### src/rtl/cia_arb_pkg.sv
// Shared types and constants for the round-robin carry-increment adder arbiter.
package cia_arb_pkg;

    localparam int CIA_W = 32;
    localparam int OPS_W = 16;

    typedef enum logic [1:0] {
        S_IDLE = 2'd0,
        S_EXEC = 2'd1,
        S_RESP = 2'd2
    } state_e;

endpackage

### src/rtl/CIA.sv
// 32-bit carry-increment adder: each 4-bit block adds locally, then the incoming
// block carry increments the partial sum instead of rippling through the block.
module CIA
    import cia_arb_pkg::*;
(
    input  logic [CIA_W-1:0] a,
    input  logic [CIA_W-1:0] b,
    input  logic             cin,
    output logic [CIA_W-1:0] sum,
    output logic             cout,
    output logic             OF
);

    localparam int BLK  = 4;
    localparam int NBLK = CIA_W / BLK;

    logic [NBLK:0] blk_c_s;

    assign blk_c_s[0] = cin;

    for (genvar g = 0; g < NBLK; g++) begin : g_blk
        logic [BLK:0] raw_s;
        logic [BLK:0] inc_s;

        assign raw_s = {1'b0, a[g*BLK +: BLK]} + {1'b0, b[g*BLK +: BLK]};
        assign inc_s = {1'b0, raw_s[BLK-1:0]} + {{BLK{1'b0}}, blk_c_s[g]};
        assign sum[g*BLK +: BLK] = inc_s[BLK-1:0];
        // Local carry and increment carry can never both be set
        assign blk_c_s[g+1] = raw_s[BLK] | inc_s[BLK];
    end

    assign cout = blk_c_s[NBLK];
    assign OF   = (sum[CIA_W-1] ^ a[CIA_W-1]) & ~(a[CIA_W-1] ^ b[CIA_W-1]);

endmodule

### src/rtl/cia_arbiter.sv
// Round-robin arbiter sharing one CIA adder between NREQ valid/ready requesters,
// returning registered results on a single back-pressured response channel.
module cia_arbiter
    import cia_arb_pkg::*;
#(
    parameter  int NREQ = 4,
    localparam int IDW  = $clog2(NREQ)
) (
    input  logic                    clk,
    input  logic                    rst,
    input  logic [NREQ-1:0]         req_valid,
    output logic [NREQ-1:0]         req_ready,
    input  logic [CIA_W*NREQ-1:0]   req_a,
    input  logic [CIA_W*NREQ-1:0]   req_b,
    input  logic [NREQ-1:0]         req_cin,
    output logic                    rsp_valid,
    input  logic                    rsp_ready,
    output logic [IDW-1:0]          rsp_id,
    output logic [CIA_W-1:0]        rsp_sum,
    output logic                    rsp_cout,
    output logic                    rsp_of,
    output logic                    busy,
    output logic [OPS_W-1:0]        ops_done
);

    state_e             state_q;
    logic [IDW-1:0]     rr_ptr_q;
    logic [CIA_W-1:0]   a_q, b_q;
    logic               cin_q;
    logic [IDW-1:0]     id_q;
    logic               rsp_valid_q, rsp_cout_q, rsp_of_q, busy_q;
    logic [IDW-1:0]     rsp_id_q;
    logic [CIA_W-1:0]   rsp_sum_q;
    logic [OPS_W-1:0]   ops_done_q;

    logic [CIA_W-1:0]   a_arr_s [NREQ];
    logic [CIA_W-1:0]   b_arr_s [NREQ];
    logic [IDW-1:0]     cand_s, winner_s;
    logic               found_s, hs_s;
    logic [CIA_W-1:0]   sum_s;
    logic               cout_s, of_s;

    for (genvar i = 0; i < NREQ; i++) begin : g_unpack
        assign a_arr_s[i] = req_a[i*CIA_W +: CIA_W];
        assign b_arr_s[i] = req_b[i*CIA_W +: CIA_W];
    end

    // Round-robin pick: first valid requester at or after rr_ptr, wrapping in IDW bits
    always_comb begin
        found_s  = 1'b0;
        winner_s = '0;
        cand_s   = '0;
        for (int k = 0; k < NREQ; k++) begin
            cand_s = rr_ptr_q + IDW'(k);
            if (!found_s && req_valid[cand_s]) begin
                found_s  = 1'b1;
                winner_s = cand_s;
            end else begin
                found_s  = found_s;
            end
        end
    end

    // Grant is combinational so a handshake completes in the same IDLE cycle
    always_comb begin
        req_ready = '0;
        if (!rst && (state_q == S_IDLE) && found_s) begin
            req_ready[winner_s] = 1'b1;
        end else begin
            req_ready = '0;
        end
    end

    assign hs_s = |(req_valid & req_ready);

    CIA u_cia (
        .a    (a_q),
        .b    (b_q),
        .cin  (cin_q),
        .sum  (sum_s),
        .cout (cout_s),
        .OF   (of_s)
    );

    // Control FSM with operand latching and registered response outputs
    always_ff @(posedge clk) begin
        if (rst) begin
            state_q     <= S_IDLE;
            rr_ptr_q    <= '0;
            a_q         <= '0;
            b_q         <= '0;
            cin_q       <= 1'b0;
            id_q        <= '0;
            rsp_valid_q <= 1'b0;
            rsp_id_q    <= '0;
            rsp_sum_q   <= '0;
            rsp_cout_q  <= 1'b0;
            rsp_of_q    <= 1'b0;
            busy_q      <= 1'b0;
            ops_done_q  <= '0;
        end else begin
            case (state_q)
                S_IDLE: begin
                    if (hs_s) begin
                        a_q      <= a_arr_s[winner_s];
                        b_q      <= b_arr_s[winner_s];
                        cin_q    <= req_cin[winner_s];
                        id_q     <= winner_s;
                        rr_ptr_q <= winner_s + 1'b1;
                        busy_q   <= 1'b1;
                        state_q  <= S_EXEC;
                    end else begin
                        state_q  <= S_IDLE;
                    end
                end
                S_EXEC: begin
                    rsp_sum_q   <= sum_s;
                    rsp_cout_q  <= cout_s;
                    rsp_of_q    <= of_s;
                    rsp_id_q    <= id_q;
                    rsp_valid_q <= 1'b1;
                    state_q     <= S_RESP;
                end
                S_RESP: begin
                    if (rsp_ready) begin
                        rsp_valid_q <= 1'b0;
                        busy_q      <= 1'b0;
                        ops_done_q  <= ops_done_q + 1'b1;
                        state_q     <= S_IDLE;
                    end else begin
                        state_q     <= S_RESP;
                    end
                end
                default: begin
                    rsp_valid_q <= 1'b0;
                    busy_q      <= 1'b0;
                    state_q     <= S_IDLE;
                end
            endcase
        end
    end

    assign rsp_valid = rsp_valid_q;
    assign rsp_id    = rsp_id_q;
    assign rsp_sum   = rsp_sum_q;
    assign rsp_cout  = rsp_cout_q;
    assign rsp_of    = rsp_of_q;
    assign busy      = busy_q;
    assign ops_done  = ops_done_q;

endmodule

### config.mk
export PLATFORM = sky130hd
export DESIGN_NAME = cia_arbiter
export DESIGN_NICKNAME = d
export VERILOG_FILES = /design/src/rtl/cia_arb_pkg.sv /design/src/rtl/CIA.sv /design/src/rtl/cia_arbiter.sv
export SDC_FILE = /design/constraint.sdc
export NUM_CORES = 1
export LEC_CHECK = 0
export BUFFER_PORTS_ARGS = -buffer_cell sky130_fd_sc_hd__clkbuf_2
export CAP_MARGIN = 20
export CORE_MARGIN = 3
export CORE_UTILIZATION = 44
export DETAILED_ROUTE_END_ITERATION = 7
export GPL_TIMING_DRIVEN = 0
export PLACE_DENSITY = 0.72
export SYNTH_ARGS = -nofsm -noshare
export SYNTH_HDL_FRONTEND = slang
export SYNTH_SLANG_ARGS = --single-unit
### constraint.sdc
create_clock -name clk -period 16 [get_ports clk]
set_input_delay 1.6 -clock clk [delete_from_list [all_inputs] [get_ports clk]]
set_output_delay 1.6 -clock clk [all_outputs]
set_load 0.03 [all_outputs]
* After elaboration in Yosys (flattened, before gate mapping)
Cells that the tools add are included.
Cells by class: $lt $le $gt $ge 7, bitwise logic cells 16, div/mod/pow operators 0, reduce and logical (&&, ||, !) cells 16, equal/unequal tests 4, shift operators 0, add/sub/neg operators 21, multiplexer cells 34, multipliers 0
Operators with widths (count):
- binary-select mux 32 bit (select 2 bit) | 2
- 2-to-1 mux 32 bit | 4
- adder 4 x 1 -> 5 bit | 8
- adder 4 x 4 -> 5 bit | 8
- adder 16 x 1 -> 16 bit, second input constant | 1
- < comparator 2 x 3 -> 1 bit, second input constant | 5
- 2-to-1 mux 1 bit | 13
- binary-select mux 1 bit (select 2 bit) | 5
- 2-to-1 mux 2 bit | 5
- OR 1 bit | 8
- logical AND 1 bit | 6
- one-hot mux 1 bit (3 select lines) | 2
- one-hot mux 2 bit (3 select lines) | 1
- AND reduction 2 bit | 3
- adder 2 x 1 -> 2 bit, second input constant | 2
- adder 2 bit, second input constant | 2
- bitwise AND 4 bit | 1
- zero test 1 bit | 4
- 2-to-1 mux 4 bit | 1
- inequality test 2 bit, second input constant | 2
- OR reduction 4 bit | 1
- greater-or-equal comparator 3 bit, second input constant | 1
- NOT 1 bit | 3
- NOT 2 -> 3 bit | 1
- other kinds (8) | 9
Word-level totals: bits in registers 125, memory bits (writable) 0, latch bits 0, output and inout bits 58, memories kept 0, ROM bits 0, logic and storage cells 111

* Longest topological paths before layout
depth after elaboration 21, mapped depth 35, depth with buffers taken out 35

* By module
A second synthesis with hierarchy kept.
Unflattened totals: cell total of the unflattened synthesis 1135, area, all modules 8593.2 um^2
By module, submodules not included:
- cia_arbiter | area an instance 7201.9 um^2, cells each 992, seq. area each 2502.4 um^2, instances 1
- CIA | area an instance 1391.3 um^2, cells each 143, seq. area each 0.0 um^2, instances 1

* Least setup slack after synthesis
No wires, ideal clock.
path type reg-to-reg, from reg a_q[0], to reg rsp_of_q, in the netlist rsp_of, required time 15.878 ns, stages on the path, launching flop included 36, setup slack 10.318 ns, period minus slack after synthesis 5.682 ns, setup time 0.122 ns, path buffers 0, arrival time 5.560 ns, cells stage by stage dfxtp_1 ha_1 fa_1 ha_1 nand2_1 o21ai_0 ha_1 ha_1 nand2_1 o21ai_0 ha_1 ha_1 nand2_1 o21ai_0 ha_1 ha_1 nand2_1 o21ai_0 ha_1 ha_1 nand2_1 o21ai_0 ha_1 ha_1 nand2_1 o21ai_0 ha_1 ha_1 nand2_1 o21ai_0 ha_1 and2_1 o2bb2ai_1 o211ai_1 and3_1 a311o_1
On the way: cells in the longest elaborated chain, start to end 18
Ends and longest elaborated chain:
- from (decl) | RTL line cia_arbiter.sv:28 | logic [CIA_W-1:0] a_q, b_q;
- from (signal assigned) | RTL line cia_arbiter.sv:105 | a_q <= a_arr_s[winner_s];
- adder 4 x 4 -> 5 bit (*) | RTL line CIA.sv:25 | assign raw_s = {1'b0, a[g*BLK +: BLK]} + {1'b0, b[g*BLK +: BLK]};
- adder 4 x 1 -> 5 bit | RTL line CIA.sv:26 | assign inc_s = {1'b0, raw_s[BLK-1:0]} + {{BLK{1'b0}}, blk_c_s[g]};
- OR 1 bit (*) | RTL line CIA.sv:29 | assign blk_c_s[g+1] = raw_s[BLK] | inc_s[BLK];
- adder 4 x 1 -> 5 bit (*) | RTL line CIA.sv:26
- OR 1 bit (*) | RTL line CIA.sv:29
- adder 4 x 1 -> 5 bit (*) | RTL line CIA.sv:26
- OR 1 bit (*) | RTL line CIA.sv:29
- adder 4 x 1 -> 5 bit (*) | RTL line CIA.sv:26
- [... 2 more ...]
- OR 1 bit (*) | RTL line CIA.sv:29
- adder 4 x 1 -> 5 bit (*) | RTL line CIA.sv:26
- OR 1 bit (*) | RTL line CIA.sv:29
- adder 4 x 1 -> 5 bit (*) | RTL line CIA.sv:26
- OR 1 bit (*) | RTL line CIA.sv:29
- adder 4 x 1 -> 5 bit (*) | RTL line CIA.sv:26
- XOR 1 bit (*) | RTL line CIA.sv:33 | assign OF = (sum[CIA_W-1] ^ a[CIA_W-1]) & ~(a[CIA_W-1] ^ b[CIA_W-1]);
- bitwise AND 1 bit (*) | RTL line CIA.sv:33
- to (signal assigned) | RTL line cia_arbiter.sv:119 | rsp_of_q <= of_s;
- to (decl) | RTL line cia_arbiter.sv:31 | logic rsp_valid_q, rsp_cout_q, rsp_of_q, busy_q;
Mark *: on every way between the ends. The rest lies on a longest branch, timed or not. A chain may end at the register's enable or synchronous reset.

* Worst setup path in the final report
from reg b_q[0], to reg rsp_of_q, in the netlist rsp_of
On the way: cells in the longest elaborated chain, start to end 18
Ends and longest elaborated chain:
- from (decl) | RTL line cia_arbiter.sv:28
- from (signal assigned) | RTL line cia_arbiter.sv:106 | b_q <= b_arr_s[winner_s];
- adder 4 x 4 -> 5 bit (*) | RTL line CIA.sv:25
- adder 4 x 1 -> 5 bit | RTL line CIA.sv:26
- OR 1 bit (*) | RTL line CIA.sv:29
- adder 4 x 1 -> 5 bit (*) | RTL line CIA.sv:26
- OR 1 bit (*) | RTL line CIA.sv:29
- adder 4 x 1 -> 5 bit (*) | RTL line CIA.sv:26
- OR 1 bit (*) | RTL line CIA.sv:29
- adder 4 x 1 -> 5 bit (*) | RTL line CIA.sv:26
- [... 2 more ...]
- OR 1 bit (*) | RTL line CIA.sv:29
- adder 4 x 1 -> 5 bit (*) | RTL line CIA.sv:26
- OR 1 bit (*) | RTL line CIA.sv:29
- adder 4 x 1 -> 5 bit (*) | RTL line CIA.sv:26
- OR 1 bit (*) | RTL line CIA.sv:29
- adder 4 x 1 -> 5 bit (*) | RTL line CIA.sv:26
- XOR 1 bit (*) | RTL line CIA.sv:33
- bitwise AND 1 bit (*) | RTL line CIA.sv:33
Marks and branches as above.

==> report_table.html <==
<table>
<tr><th>Metric</th><th>Value</th></tr>
<tr><th colspan="2">Hold path</th></tr>
<tr><td>Class of the worst hold path</td><td>register to register</td></tr>
<tr><td>Worst hold path endpoint</td><td>busy</td></tr>
<tr><td>Worst hold start</td><td>busy</td></tr>
<tr><td>Worst hold path stage count</td><td>2</td></tr>
<tr><th colspan="2">Critical path</th></tr>
<tr><td>Worst r2r dst</td><td>rsp_of</td></tr>
<tr><td>Number of cells on the worst reg-to-reg path</td><td>35</td></tr>
<tr><td>Type of destination of the critical path</td><td>register</td></tr>
<tr><td>CP max FO</td><td>3</td></tr>
<tr><td>Cell type with the highest occurrence count on the critical path</td><td>sky130_fd_sc_hd__ha_1</td></tr>
<tr><td>Register-to-register path setup slack</td><td>slightly above 9 ns</td></tr>
<tr><td>Required time reported for the critical path endpoint</td><td>between 15 and 20 ns</td></tr>
<tr><td>Startpoint-to-endpoint class of the critical path</td><td>register to register</td></tr>
<tr><td>Kind of start point of the critical path</td><td>register</td></tr>
<tr><td>Endpoint arrival time on the critical path</td><td>a little over 7 ns</td></tr>
<tr><td>Reg-to-Reg Start</td><td>b_q[0]</td></tr>
<tr><td>Slowest Stage Delay on Critical Path</td><td>around 0.40 ns</td></tr>
<tr><td>Worst path slowest cell</td><td>sky130_fd_sc_hd__fa_1</td></tr>
<tr><th colspan="2">Placed design</th></tr>
<tr><td>Detail Placement HPWL</td><td>about 22 mm</td></tr>
<tr><td>Setup WS pre-CTS</td><td>9.232 ns</td></tr>
<tr><td>Number of buffers added on ports</td><td>323</td></tr>
<tr><td>Final weighted congestion of routability-driven global placement</td><td>about 0.9</td></tr>
<tr><th colspan="2">Pwr</th></tr>
<tr><td>Pwr per Cell Area</td><td>around 120 mW/mm^2</td></tr>
<tr><td>Static leakage</td><td>between 0.004 and 0.005 uW</td></tr>
<tr><td>Worst ir drop on vdd</td><td>0.1023 mV</td></tr>
<tr><td>Sum of internal, switching and leakage power</td><td>1265 uW</td></tr>
<tr><th colspan="2">GRT</th></tr>
<tr><td>Met3 routing resource usage after global routing</td><td>6.701%</td></tr>
<tr><td>Vias in the first global route</td><td>between 8000 and 9000</td></tr>
<tr><td>GR Layer Usage met1</td><td>33.68%</td></tr>
<tr><td>Pin count of the biggest net entering global routing</td><td>17</td></tr>
<tr><td>Wire length of the first global-routing pass</td><td>between 40 and 50 mm</td></tr>
<tr><td>Met2 routing resource usage after global routing</td><td>between 40 and 50%</td></tr>
<tr><td>Most used routing layer</td><td>met2</td></tr>
<tr><td>Total global-route track usage</td><td>around 27%</td></tr>
<tr><td>Grt total ovfl</td><td>0</td></tr>
<tr><td>Initial antenna violation count</td><td>1</td></tr>
<tr><th colspan="2">Synthesis</th></tr>
<tr><td>Area fraction in and, or, nand and nor cells after synthesis</td><td>between 10% and 20%</td></tr>
<tr><td>Fraction of the yosys area taken by sequential cells</td><td>31.76%</td></tr>
<tr><td>Portion of netlist area occupied by mux cells</td><td>10.42%</td></tr>
<tr><td>FFs w/ async S/R, synth</td><td>0%</td></tr>
<tr><td>Leading area contributor after synthesis</td><td>sky130_fd_sc_hd__dfxtp_1</td></tr>
<tr><td>Synthesized cell area</td><td>0.007879 mm^2</td></tr>
<tr><td>Synthesized-area fraction occupied by adder cells</td><td>10.45%</td></tr>
<tr><td>Flops &amp; latches, synth</td><td>around 130</td></tr>
<tr><td>Area fraction in compound gates after synthesis</td><td>24.04%</td></tr>
<tr><td>Number of warnings printed during yosys synthesis</td><td>0</td></tr>
<tr><td>Area share of the largest cell type after synthesis</td><td>about a third</td></tr>
<tr><td>Synth Instances</td><td>approximately 890</td></tr>
<tr><td>Synth Net Count</td><td>roughly 1200</td></tr>
<tr><td>EDFF count, synth</td><td>0</td></tr>
<tr><td>Count of different cell masters after synthesis</td><td>58</td></tr>
<tr><td>Leading cell types by total area after synthesis</td><td>sky130_fd_sc_hd__dfxtp_1, sky130_fd_sc_hd__ha_1, sky130_fd_sc_hd__a221o_1, sky130_fd_sc_hd__a21oi_1, sky130_fd_sc_hd__mux2_2</td></tr>
<tr><td>Most used flip-flop cell after synthesis</td><td>sky130_fd_sc_hd__dfxtp_1</td></tr>
<tr><td>Post-Syn Area per Cell</td><td>8.823 um^2</td></tr>
<tr><td>Combinational family with the most area after synthesis</td><td>compound AO/OA/AOI/OAI gates</td></tr>
<tr><td>Post-synthesis share of cell area spent on xor and xnor gates</td><td>under 10%</td></tr>
<tr><th colspan="2">STA</th></tr>
<tr><td>Slew margin rel.</td><td>roughly 45%</td></tr>
<tr><td>Minimum clock period after layout</td><td>around 6.8 ns</td></tr>
<tr><td>Final sum of negative setup slack</td><td>0 ns</td></tr>
<tr><td>Setup repair after global routing missed its margin</td><td>no</td></tr>
<tr><td>Count of endpoints failing setup in the final report</td><td>0</td></tr>
<tr><td>Number of pins with negative max-slew slack in the final report</td><td>0</td></tr>
<tr><td>Worst Tran Pin Value</td><td>between 0.8 and 0.9 ns</td></tr>
<tr><td>Worst setup slack after layout</td><td>~9 ns</td></tr>
<tr><td>Worst-case clock skew</td><td>0.006139 ns</td></tr>
<tr><td>Count of endpoints failing hold in the final timing report</td><td>0</td></tr>
<tr><td>Final period utilization</td><td>approximately 42%</td></tr>
<tr><td>Highest clock frequency the design can meet</td><td>~150 MHz</td></tr>
<tr><th colspan="2">Clock network</th></tr>
<tr><td>Count of H-tree levels built during CTS</td><td>4</td></tr>
<tr><td>CTS buffer count</td><td>17</td></tr>
<tr><td>Number of buffers between clock root and the deepest sink</td><td>2</td></tr>
<tr><td>Clock Latency Late Sink</td><td>about 0.42 ns</td></tr>
<tr><td>CTS tree</td><td>done</td></tr>
<tr><td>Clock Sink Count</td><td>approximately 130</td></tr>
<tr><td>CTS Hold Bufs</td><td>0</td></tr>
<tr><td>Post-cts resize count</td><td>0</td></tr>
<tr><td>Cell chosen for the clock root</td><td>sky130_fd_sc_hd__clkbuf_16</td></tr>
<tr><td>Clock-pin slew on the worst setup and hold paths</td><td>0.06 ns</td></tr>
<tr><td>Number of setup buffers added after CTS</td><td>0</td></tr>
<tr><th colspan="2">Floorplan</th></tr>
<tr><td>Die X-Extent</td><td>roughly 140 um</td></tr>
<tr><td>Initial core utilization</td><td>between 40% and 50%</td></tr>
<tr><td>Die boundary height</td><td>between 100 and 150 um</td></tr>
<tr><td>Site Rows</td><td>48</td></tr>
<tr><td>Core Box Area</td><td>about 0.017 mm^2</td></tr>
<tr><td>Die footprint</td><td>a little under 0.02 mm^2</td></tr>
<tr><td>Number of top-level pins</td><td>approximately 330</td></tr>
<tr><th colspan="2">Drt</th></tr>
<tr><td>Drt total wl</td><td>27.54 mm</td></tr>
<tr><td>Routed vias</td><td>around 8100</td></tr>
<tr><td>Residual DRC count</td><td>0</td></tr>
<tr><td>Wire per inst</td><td>18.69 um</td></tr>
<tr><td>First DRT Iteration DRCs</td><td>605</td></tr>
<tr><td>Number of nets with antenna violations after detailed routing</td><td>0</td></tr>
<tr><td>Detailed-router iteration count before antenna repair</td><td>5</td></tr>
<tr><td>Via density per instance</td><td>about 5.5</td></tr>
<tr><th colspan="2">Final layout</th></tr>
<tr><td>Share of post-route cells with drive strength above 1</td><td>between 30% and 40%</td></tr>
<tr><td>NumNets Final</td><td>1563</td></tr>
<tr><td>Area grow syn2layout</td><td>32.27%</td></tr>
<tr><td>Diodes inserted</td><td>0</td></tr>
<tr><th colspan="2">Outcome</th></tr>
<tr><td>Status</td><td>completed</td></tr>
<tr><th colspan="2">Flow run</th></tr>
<tr><td>Total of max-cap violations</td><td>0</td></tr>
</table>
[per-layer routing]
metal | share of wire [%] | vias up
met3 | 6.9 | 66
met2 | 48 | 326
met1 | 42 | 3740
met4 | 3.4 | 2
li1 | - | 4011
met5 | 0.047 | -
[kinds of logic (layout without fill, tap and decap cells)]
logic type	count (synthesis)	in the layout
flops	125	125
simple gates	235	235
buf+inv	79	434
compound gates	290	290
fa+ha+maj	61	61
mux	68	68
xor+xnor	35	35
[placed cells by master (no fill, tap or decap), drive strengths merged, types with 8 or more instances in the layout]
cell type  count
nor3          10
ha            53
a21o          14
nor2          49
and2           8
nor3b          8
buf           39
xor2          21
a21oi        112
nand3         77
a221o         64
fa             8
nand2         59
mux2          64
dfxtp        125
a211oi         9
clkbuf       377
xnor2         14
inv            8
o21ai         75
[critical path, delay by kind of cell, from the launching register on]
kind | cells | cell delay (ns)
simple gates | 9 | 0.86
flops | 1 | 0.34
fa+ha+maj | 15 | 3.15
compound gates | 10 | 2.05
xor+xnor | 1 | 0.26
[registers in the layout, summed over array words and instances, names as in the netlist, 2 cells and up]
| name | cells |
|---|---|
| a_q | 32 |
| b_q | 32 |
| id_q | 2 |
| ops_done | 16 |
| rr_ptr_q | 2 |
| rsp_id | 2 |
| rsp_sum | 32 |
| state_q | 2 |
[cell usage after synthesis (21+ instances only)]
cell type	count
sky130_fd_sc_hd__nand2_1	57
sky130_fd_sc_hd__dfxtp_1	125
sky130_fd_sc_hd__buf_2	26
sky130_fd_sc_hd__o21ai_0	75
sky130_fd_sc_hd__ha_1	53
sky130_fd_sc_hd__a21oi_1	112
sky130_fd_sc_hd__xor2_1	21
sky130_fd_sc_hd__nand3_1	77
sky130_fd_sc_hd__nor2_1	48
sky130_fd_sc_hd__mux2_2	48
sky130_fd_sc_hd__a221o_1	64
sky130_fd_sc_hd__clkbuf_1	32
[area by class of cell]
| class | instances | area [um^2] |
|---|---|---|
| Buffer | 71 | 344.1 |
| Clock buffer | 22 | 484.2 |
| Clock inverter | 10 | 160.2 |
| Fill cell | 1564 | 6995 |
| Inverter | 8 | 30.03 |
| Multi-Input combinational cell | 689 | 5002 |
| Sequential cell | 125 | 2502 |
| Tap cell | 225 | 281.5 |
| Timing Repair Buffer | 323 | 1617 |
[metrics by stage]
| step | utilization [%] | instance area, um^2 | std cells | hold slack (ns) |
|---|---|---|---|---|
| after floorplan | - | 7879 | 893 | 0.4322 |
| after global placement | 56.14 | 9777 | 1441 | 0.4427 |
| after detailed placement | 56.14 | 9777 | 1441 | 0.4429 |
| after CTS | 59.83 | 10420 | 1473 | 0.4520 |
| after global routing | 59.83 | 10420 | 1473 | 0.4669 |
| final | 59.83 | 10420 | 1473 | 0.4449 |
[worst max-delay path by stage]
stage          startpoint      to  slack [ns]
6_report           b_q[0]  rsp_of        9.23
5_1_grt            b_q[0]  rsp_of        8.57
4_1_cts            b_q[0]  rsp_of        9.18
3_5_place_dp       b_q[0]  rsp_of        9.23
3_3_place_gp       b_q[0]  rsp_of        9.43
2_1_floorplan      a_q[0]  rsp_of       10.32
[report_power, final]
group / internal [uW] / leakage (uW) / total [uW] / switching, uW
logic: 186 / 0.00364 / 438 / 252
registers: 365 / 0.00102 / 407 / 42.5
clock network: 276 / 0.000304 / 420 / 143
total: 827 / 0.00496 / 1260 / 437
Power figures use the tool's default switching activity.
